--- src/rtl/demux.sv ---
// demux: registered 1-to-N demultiplexer with valid/ready handshake.
// One word is held at a time together with its destination index. The word is
// presented only to its selected destination, and only that destination's
// out_ready can take it. A held word can drain and a new word can be accepted
// in the same cycle, so the stream runs at one word per cycle when the sink is
// ready. A word whose index has no destination (possible only when OUTPUTS is
// not a power of two) is accepted and discarded. The discard raises err for one
// cycle and bumps a saturating drop counter.
//
// Ports:
//   clk        clock, rising edge
//   rst        synchronous reset, active-high
//   in_valid   input word present
//   in_ready   input word accepted this cycle
//   in_data    input word [DATA_WIDTH]
//   addr       destination index [ADDR_WIDTH], sampled with in_data
//   outputs    per-destination data, zero when that destination is not valid
//   out_valid  one-hot valid [OUTPUTS]
//   out_ready  per-destination ready [OUTPUTS]
//   err        one-cycle pulse after an out-of-range word was dropped
//   drop_cnt   saturating count of dropped words [8]
module demux #(
  parameter  int DATA_WIDTH = 8,
  parameter  int OUTPUTS    = 4,
  localparam int ADDR_WIDTH = $clog2(OUTPUTS)
) (
  input  logic                  clk,
  input  logic                  rst,
  input  logic                  in_valid,
  output logic                  in_ready,
  input  logic [DATA_WIDTH-1:0] in_data,
  input  logic [ADDR_WIDTH-1:0] addr,
  output logic [DATA_WIDTH-1:0] outputs [OUTPUTS],
  output logic [OUTPUTS-1:0]    out_valid,
  input  logic [OUTPUTS-1:0]    out_ready,
  output logic                  err,
  output logic [7:0]            drop_cnt
);

  typedef enum logic {EMPTY = 1'b0, FULL = 1'b1} state_t;

  // One extra bit so the bound is representable when OUTPUTS is a power of two.
  localparam logic [ADDR_WIDTH:0] OUT_N = (ADDR_WIDTH+1)'(OUTPUTS);

  state_t                state_q;
  state_t                state_d;
  logic [DATA_WIDTH-1:0] data_q;
  logic [ADDR_WIDTH-1:0] addr_q;
  logic                  err_q;
  logic [7:0]            drop_q;

  logic [OUTPUTS-1:0]    sel_oh;
  logic                  sel_ready;
  logic                  addr_ok;
  logic                  in_xfer;
  logic                  out_xfer;

  function automatic logic [7:0] sat_inc8(input logic [7:0] v);
    return (v == 8'hFF) ? v : v + 8'd1;
  endfunction

  // One-hot decode of the held index; out_ready is read only through it so
  // non-selected ready bits have no effect.
  always_comb begin
    sel_oh = '0;
    for (int i = 0; i < OUTPUTS; i++) begin
      sel_oh[i] = (addr_q == ADDR_WIDTH'(i));
    end
  end

  assign sel_ready = |(sel_oh & out_ready);
  assign addr_ok   = ({1'b0, addr} < OUT_N);
  assign in_xfer   = in_valid && in_ready;
  assign out_xfer  = (state_q == FULL) && sel_ready;

  // State register
  always_ff @(posedge clk) begin
    if (rst) begin
      state_q <= EMPTY;
    end else begin
      state_q <= state_d;
    end
  end

  // Next state. In FULL an input transfer implies the held word drains in the
  // same cycle, so the new word alone decides the next state.
  always_comb begin
    state_d = state_q;
    if (in_xfer) begin
      state_d = addr_ok ? FULL : EMPTY;
    end else if (out_xfer) begin
      state_d = EMPTY;
    end
  end

  // Held word, error pulse and drop counter
  always_ff @(posedge clk) begin
    if (rst) begin
      data_q <= '0;
      addr_q <= '0;
      err_q  <= 1'b0;
      drop_q <= '0;
    end else begin
      err_q <= in_xfer && !addr_ok;
      if (in_xfer && addr_ok) begin
        data_q <= in_data;
        addr_q <= addr;
      end
      if (in_xfer && !addr_ok) begin
        drop_q <= sat_inc8(drop_q);
      end
    end
  end

  // Outputs; everything handshake-facing is forced low while rst is high.
  always_comb begin
    in_ready  = 1'b0;
    out_valid = '0;
    for (int i = 0; i < OUTPUTS; i++) begin
      outputs[i] = '0;
    end
    if (!rst) begin
      in_ready = (state_q == EMPTY) || sel_ready;
      if (state_q == FULL) begin
        out_valid = sel_oh;
      end
      for (int i = 0; i < OUTPUTS; i++) begin
        outputs[i] = out_valid[i] ? data_q : '0;
      end
    end
  end

  assign err      = err_q;
  assign drop_cnt = drop_q;

endmodule

--- config.mk ---
export PLATFORM = sky130hd
export DESIGN_NAME = demux
export DESIGN_NICKNAME = d
export VERILOG_FILES = /design/src/rtl/demux.sv
export SDC_FILE = /design/constraint.sdc
export NUM_CORES = 1
export LEC_CHECK = 0
export ABC_AREA = 1
export CORE_MARGIN = 2
export CORE_UTILIZATION = 32
export DETAILED_ROUTE_END_ITERATION = 10
export GPL_TIMING_DRIVEN = 0
export MAX_ROUTING_LAYER = met4
export PLACE_DENSITY = 0.78
export SLEW_MARGIN = 20
export SYNTH_ARGS = -nofsm -noshare
export SYNTH_HDL_FRONTEND = slang
export SYNTH_SLANG_ARGS = --single-unit
--- constraint.sdc ---
create_clock -name clk -period 1.3 [get_ports clk]
set_input_delay 0.195 -clock clk [delete_from_list [all_inputs] [get_ports clk]]
set_output_delay 0.195 -clock clk [all_outputs]
set_load 0.1 [all_outputs]
==> results of run 1 <==
[cells in the mapped netlist]
| library cell | number |
|---|---|
| a21oi_2 | 1 |
| a21oi_1 | 1 |
| conb_1 | 1 |
| dfxtp_1 | 11 |
| inv_2 | 3 |
| buf_6 | 1 |
| nor2_2 | 2 |
| nand2_2 | 2 |
| nor3_1 | 3 |
| clkbuf_1 | 2 |
| nor2_1 | 43 |
| nand3_1 | 3 |
| buf_4 | 9 |
| inv_1 | 16 |
| nand2_1 | 26 |
| buf_1 | 1 |
| nand3_4 | 1 |
| nand4_1 | 10 |
[stage by stage]
step | setup TNS, ns | cell area (µm²)
2_1_floorplan | -6.93 | 1180
3_3_place_gp | -49.87 | 1750
3_5_place_dp | -51.11 | 1750
4_1_cts | -12.26 | 2250
[timing repair]
action / CTS
buffers inserted: 6
gates resized for setup: 338
endpoints found under the setup margin: 47
gates cloned: 4
pin swaps: 5
[cell families after synthesis]
kind of cell / count (synthesis)
other: 1
buffers and inverters: 32
AO/OA/AOI/OAI: 2
AND/OR/NAND/NOR: 90
flip-flops: 11
==> run_results.csv, run 1 <==
group,metric,value,unit
outcome,outcome,"aborted with a tool error",
outcome,stop_stage,"global routing (5_1_grt)",
outcome,error,"[ERROR DPL-0033] detailed placement checks failed during check placement.",
synthesis,syn_avg_cell_area,5.83,µm²
clocking,cts_hold_buf,0,
floorplanning,fp.dieH,53.8,µm
place,place.port_buffers,53,
clocking,cts_made_buffers,3,
synthesis,synth_warnings,0,
floorplanning,num_rows,18,
synthesis,synth_top_family_by_area,"simple AND/OR/NAND/NOR gates",
clocking,cts_root_buf,"clkbuf_4",
place,hpwlAfterDp,2.28,mm
clocking,clk_path_buf_depth,2,
synthesis,yosysTopAreaCell,"dfxtp_1",
place,dp.cells,227,
synthesis,synth-simple-area-share,0.497,
clocking,cts_sinks,11,
clocking,ctsHtreeMaxLevel,1,
floorplanning,fp.dieW,53.8,µm
grt,antenna_found_initial,0,
synthesis,synth_cells,136,
synthesis,netlist_top_cells_area,"dfxtp_1 (28%), nor2_1 (20%), nand2_1 (12%)",
synthesis,synth_compound_area_frac,0.0174,
floorplanning,ios,63,
place,place_ws,-1.33,ns
grt,grt_max_degree,11,
synthesis,synth_mux_area_frac,0,
synthesis,synth_top_area_frac,0.278,
synthesis,yosysSeqAreaShare,0.278,
synthesis,synth-adder-area-share,0,
synthesis,synthXorXnorAreaFrac,0,
floorplanning,start_util,0.329,
place,place_congestion,0.822,
synthesis,synth.distinct_cells,18,
synthesis,synth-seq-cells,11,
synthesis,synth_area,793,µm²
==> run 2: changes to the inputs <==
--- a/config.mk
+++ b/config.mk
@@ -6,12 +6,11 @@
 export NUM_CORES = 1
 export LEC_CHECK = 0
 export ABC_AREA = 1
-export CORE_MARGIN = 2
-export CORE_UTILIZATION = 32
+export CORE_AREA = 2 2 63 65
 export DETAILED_ROUTE_END_ITERATION = 10
+export DIE_AREA = 0 0 65 67
 export GPL_TIMING_DRIVEN = 0
-export MAX_ROUTING_LAYER = met4
-export PLACE_DENSITY = 0.78
+export PLACE_DENSITY_LB_ADDON = 0.15
 export SLEW_MARGIN = 20
 export SYNTH_ARGS = -nofsm -noshare
 export SYNTH_HDL_FRONTEND = slang
==> run_results.csv, run 2 <==
group,metric,value,unit
outcome,outcome,"complete, but fails checks",
outcome,violations,"setup timing",
clocking,ctsHtreeMaxLevel,1,
pwr,peakVddDrop,0.000335,V
timing,fmaxAchievable,0.603,GHz
clocking,cts_made_buffers,3,
worst_setup_path,start_kind,"register",
synthesis,synth.distinct_cells,18,
worst_setup_path,worstReg2RegEnd,"data_q[5]$_SDFFE_PP0P_",
worst_setup_path,rr_worst_depth,8,
pwr,finalPower,1.37,mW
drt,vias_per_cell,4.13,
synthesis,yosys_most_used_dff,"dfxtp_1",
worst_setup_path,cp-startpoint,"addr_q[1]$_SDFFE_PP0P_",
synthesis,syn_avg_cell_area,5.83,µm²
drt,drtIter0Drc,11,
clocking,clkLatencyLatePin,0.24,ns
floorplanning,core_area,0.00361,mm²
clocking,cts_sinks,11,
timing,skew,0.00179,ns
worst_setup_path,required,1.11,ns
layout,drive_gt1_frac,0.558,
layout,largest_register,"data_q",
synthesis,synth_edf_count,0,
grt,grt_overflow,0,
floorplanning,dieArea,0.00436,mm²
drt,remaining_drc_errors,0,
synthesis,yosysSeqAreaShare,0.278,
timing,hold_viol,0,
synthesis,synth-seq-cells,11,
synthesis,synth_top_area_frac,0.278,
worst_setup_path,reg2reg_from,"addr_q[1]$_SDFFE_PP0P_",
clocking,clk_pin_slew,0.05,ns
worst_setup_path,crit_arrival,1.46,ns
grt,antenna_found_initial,0,
drt,routed_wirelength,3.29,mm
worst_setup_path,r2r_slack,0.06,ns
place,place_congestion,0.701,
worst_setup_path,end_kind,"primary output",
place,place.port_buffers,53,
floorplanning,fp.dieH,67,µm
floorplanning,ios,63,
grt,grt_pass1_wl,5.13,mm
timing,final.min_clock_period,1.66,ns
layout,diodes,0,
layout,largest_reg_flops,8,
drt,drt-pass1-iter-count,4,
drt,wl_per_cell,13.0,µm
synthesis,synth_area,793,µm²
clocking,cts_hold_buf,0,
grt,first_global_vias,1006,
place,dp.cells,245,
synthesis,yosysTopAreaCell,"dfxtp_1",
synthesis,synth.most_common_cell,"nor2_1",
drt,vias,1049,
worst_setup_path,crit_type,"register to primary output",
place,place_ws,-1.34,ns
grt,grt_max_degree,11,
place,hpwlAfterDp,2.13,mm
layout,fin_area,0.00231,mm²
timing,fin_crit_sh,1.28,
clocking,cts_root_buf,"clkbuf_8",
synthesis,yosys-top-cells-count,"nor2_1 (43), nand2_1 (26), inv_1 (16)",
timing,fin_tns_setup,-10.97,ns
synthesis,async_flop_share,0,
layout,largest_registers,"data_q: 8 flops, addr_q: 2 flops, state_q: 1 flops",
timing,final_max_slew_viol_count,0,
floorplanning,num_rows,22,
synthesis,synth_warnings,0,
worst_setup_path,endpoint,"outputs[2]",
pwr,powerDensity,592,mW/mm²
synthesis,netlist_top_cells_area,"dfxtp_1 (28%), nor2_1 (20%), nand2_1 (12%)",
floorplanning,start_util,0.220,
drt,final_antenna_net_count,0,
pwr,p_leak,0.851,nW
grt,gr-usage-all-layers,0.159,
timing,fin_ws,-0.358,ns
layout,layout_common_cells,"buf_12 (38), nor2_4 (35), nand2_1 (22), clkdlybuf4s50_1 (15), buf_4 (12)",
timing,rsz0062_at_grt,"yes",
timing,finalSetupViolCount,37,
synthesis,synth_cells,136,
layout,mostFrequentLayoutCell,"buf_12",
layout,final-seq-area,229,µm²
layout,multi_input_comb_area,835,µm²
layout,num-nets-final,224,
place,place_area,0.00177,mm²
layout,syn2layout_area_growth,191,%
layout,fillers,266,
layout,final_cells,254,
floorplanning,fp.dieW,65,µm
clocking,clk_path_buf_depth,2,
worst_setup_path,path_max_fanout,5,
run,maxCapViolations,0,
worst_hold_path,hold_path_class,"primary input to register",
clocking,cts_tree,"yes",
[run 2: worst min-delay path by stage]
| stage | slack, ns | from | endpoint | cells after the start |
|---|---|---|---|---|
| final | 0.52 | in_data[2] | data_q[2]$_SDFFE_PP0P_ | 3 |
| after global routing | 0.54 | in_data[2] | data_q[2]$_SDFFE_PP0P_ | 3 |
| after CTS | 0.52 | in_data[2] | data_q[2]$_SDFFE_PP0P_ | 3 |
| after detailed placement | 0.62 | addr_q[0]$_SDFFE_PP0P_ | addr_q[0]$_SDFFE_PP0P_ | 4 |
| after global placement | 0.63 | addr_q[0]$_SDFFE_PP0P_ | addr_q[0]$_SDFFE_PP0P_ | 4 |
| after floorplan | 0.33 | in_valid | state_q$_SDFFE_PP0P_ | 2 |
[run 2: layout make-up]
class / instances / share of cell area
repair buffers: 57 / 0.408
multi-input cells: 102 / 0.362
flip-flops and latches: 11 / 0.0992
inverters: 19 / 0.0450
plain buffers: 13 / 0.0401
well taps: 48 / 0.0260
clock buffers: 4 / 0.0195
[run 2: cells by family (layout without fill, tap and decap cells)]
group           Yosys count  after routing  synth area share
other cells               1              9           0.00473
buf+inv                  32             93             0.203
simple gates             90             91             0.497
compound gates            2              2            0.0173
flops                    11             11             0.278
[run 2: where the power goes]
part | total [mW] | switching [mW] | internal [mW]
Clock | 0.343 | 0.128 | 0.215
Combinational | 0.636 | 0.449 | 0.188
Sequential | 0.385 | 0.0189 | 0.367
Total | 1.37 | 0.596 | 0.769
[run 2: routing by layer]
| metal | GRT usage | share of wire |
|---|---|---|
| met1 | 0.171 | 0.38 |
| met3 | 0.0372 | 0.070 |
| met4 | 0.0718 | 0.018 |
| met2 | 0.294 | 0.53 |
| met5 | 0 | 0 |
[run 2: through the flow]
step	hold WS (ns)	utilization
after floorplan	0.332	-
after global placement	0.629	0.491
after detailed placement	0.624	0.491
after CTS	0.519	0.635
after global routing	0.541	0.640
final	0.520	0.640
[run 2: worst max-delay path, stage by stage (launching register included)]
cell and delay, ns:
dfxtp_4 0.39, inv_6 0.05, nor3_4 0.22, buf_12 0.15, nand2_8 0.08, nor2_4 0.14, buf_12 0.18
[run 2: repair_timing]
action,in CTS,in global routing
gates cloned,1,0
gates resized for setup,344,3
pin swaps,4,3
setup buffers,3,1
endpoints found under the setup margin,47,47
No activity file was read; power rests on OpenSTA's default activity.
==> run 3: changes to the inputs <==
--- a/config.mk
+++ b/config.mk
@@ -6,9 +6,9 @@
 export NUM_CORES = 1
 export LEC_CHECK = 0
 export ABC_AREA = 1
-export CORE_AREA = 2 2 63 65
+export CORE_AREA = 3 3 64 66
 export DETAILED_ROUTE_END_ITERATION = 10
-export DIE_AREA = 0 0 65 67
+export DIE_AREA = 0 0 67 69
 export GPL_TIMING_DRIVEN = 0
 export PLACE_DENSITY_LB_ADDON = 0.15
 export SLEW_MARGIN = 20
==> run_results.csv, run 3 (same netlist as run 2, synthesis figures left out) <==
group,metric,value,unit
floorplanning,fp.dieW,67,µm
floorplanning,start_util,0.218,
layout,final_cells,263,
outcome,violations,"setup timing",
drt,vias,1157,
drt,vias_per_cell,4.40,
drt,drt-pass1-iter-count,3,
grt,first_global_vias,1147,
drt,routed_wirelength,3.72,mm
layout,largest_reg_flops,8,
timing,hold_viol,0,
layout,num-nets-final,233,
layout,mostFrequentLayoutCell,"buf_12",
place,dp.cells,245,
clocking,clk_pin_slew,0.05,ns
drt,wl_per_cell,14.1,µm
outcome,outcome,"complete, but fails checks",
grt,gr-usage-all-layers,0.158,
floorplanning,core_area,0.00363,mm²
timing,fin_tns_setup,-12.00,ns
clocking,ctsHtreeMaxLevel,1,
drt,final_antenna_net_count,0,
timing,rsz0062_at_grt,"yes",
layout,syn2layout_area_growth,205,%
timing,skew,0.000729,ns
floorplanning,dieArea,0.00462,mm²
clocking,cts_tree,"yes",
timing,final.min_clock_period,1.66,ns
timing,fin_crit_sh,1.28,
floorplanning,fp.dieH,69,µm
worst_setup_path,path_max_fanout,5,
place,place_ws,-1.31,ns
drt,drtIter0Drc,34,
worst_hold_path,hold_path_class,"primary input to register",
grt,grt_overflow,0,
place,hpwlAfterDp,2.21,mm
worst_setup_path,start_kind,"register",
clocking,clkLatencyLatePin,0.24,ns
grt,grt_max_degree,11,
worst_setup_path,path_cells,"inv_6, nor3_4, buf_4, nand2_8, nor2_4, buf_12",
pwr,p_leak,0.906,nW
worst_setup_path,r2r_slack,-0.06,ns
clocking,cts_root_buf,"clkbuf_8",
place,place.port_buffers,53,
timing,fmaxAchievable,0.603,GHz
floorplanning,num_rows,22,
worst_setup_path,end_kind,"primary output",
clocking,cts_hold_buf,0,
floorplanning,ios,63,
layout,drive_gt1_frac,0.586,
timing,hold_ws,0.529,ns
clocking,cts_sinks,11,
timing,final_max_slew_viol_count,0,
run,maxCapViolations,0,
pwr,powerDensity,586,mW/mm²
layout,diodes,0,
drt,remaining_drc_errors,0,
worst_setup_path,worst_path_largest_cell_delay,0.39,ns
pwr,peakVddDrop,0.000404,V
timing,fin_ws,-0.358,ns
place,place_congestion,0.659,
layout,layout_common_cells,"buf_12 (38), nor2_4 (35), nand2_1 (21), clkdlybuf4s50_1 (15), buf_4 (13)",
layout,largest_register,"data_q",
worst_setup_path,crit_type,"register to primary output",
worst_setup_path,cpMaxStageDelayCell,"dfxtp_4",
grt,antenna_found_initial,0,
worst_setup_path,crit_arrival,1.46,ns
clocking,clk_path_buf_depth,2,
timing,finalSetupViolCount,46,
grt,grt_pass1_wl,5.75,mm
worst_setup_path,required,1.11,ns
clocking,cts_made_buffers,3,
layout,largest_registers,"data_q: 8 flops, addr_q: 2 flops, state_q: 1 flops",
run 3: cell types whose count changed in the layout (fill, tap and decap cells not counted), sizes merged:
| cell | change |
|---|---|
| nand3 | +1 |
| nand2 | +2 |
| buf | +6 |
run 3: through the flow:
step / total power [mW] / area (µm²) / utilization
after floorplan: 0.840 / 1180 / -
after detailed placement: 0.952 / 1770 / 0.487
final: 1.42 / 2420 / 0.667
after global routing: 1.48 / 2420 / 0.667
after CTS: 1.37 / 2320 / 0.638
after global placement: 0.946 / 1770 / 0.487
run 3: area by class of cell:
cell class / instances / area [µm²]
fillers: 255 / 1210
repair buffers: 63 / 1010
multi-input cells: 105 / 886
flip-flops and latches: 11 / 229
inverters: 19 / 104
plain buffers: 13 / 92.6
well taps: 48 / 60.1
clock buffers: 4 / 45.0
run 3: where the power goes:
group / leakage [nW] / switching [mW] / internal (mW)
sequential: 0.0925 / 0.0194 / 0.366
clock: 0.0228 / 0.128 / 0.215
combinational: 0.791 / 0.475 / 0.214
total: 0.906 / 0.623 / 0.796
run 3: worst max-delay path, delay by kind of cell (launching register included):
family,cells,cell delay [ns]
AND/OR/NAND/NOR,3,0.42
flip-flops,1,0.39
buffers and inverters,3,0.41
run 3: routing by layer:
metal  vias up  global-route usage  wire length, µm
li1        573                   -                -
met5         -                   0                0
met1       518               0.189             1430
met4         0              0.0541               97
met2        55               0.277             1920
met3        11              0.0244              269
run 3: final timing paths:
path,start,to,depth (start not counted)
max,addr_q[1]$_SDFFE_PP0P_,outputs[15],6
min,in_data[7],data_q[7]$_SDFFE_PP0P_,3
max reg2reg,addr_q[0]$_SDFFE_PP0P_,data_q[5]$_SDFFE_PP0P_,9
min reg2reg,addr_q[1]$_SDFFE_PP0P_,addr_q[1]$_SDFFE_PP0P_,4
run 3: timing repair:
action,4_1_cts,5_1_grt
endpoints found under the hold margin,0,0
setup buffers,5,4
resized for setup,347,10
endpoints found under the setup margin,47,48
pin swaps,6,12
gates cloned,2,3
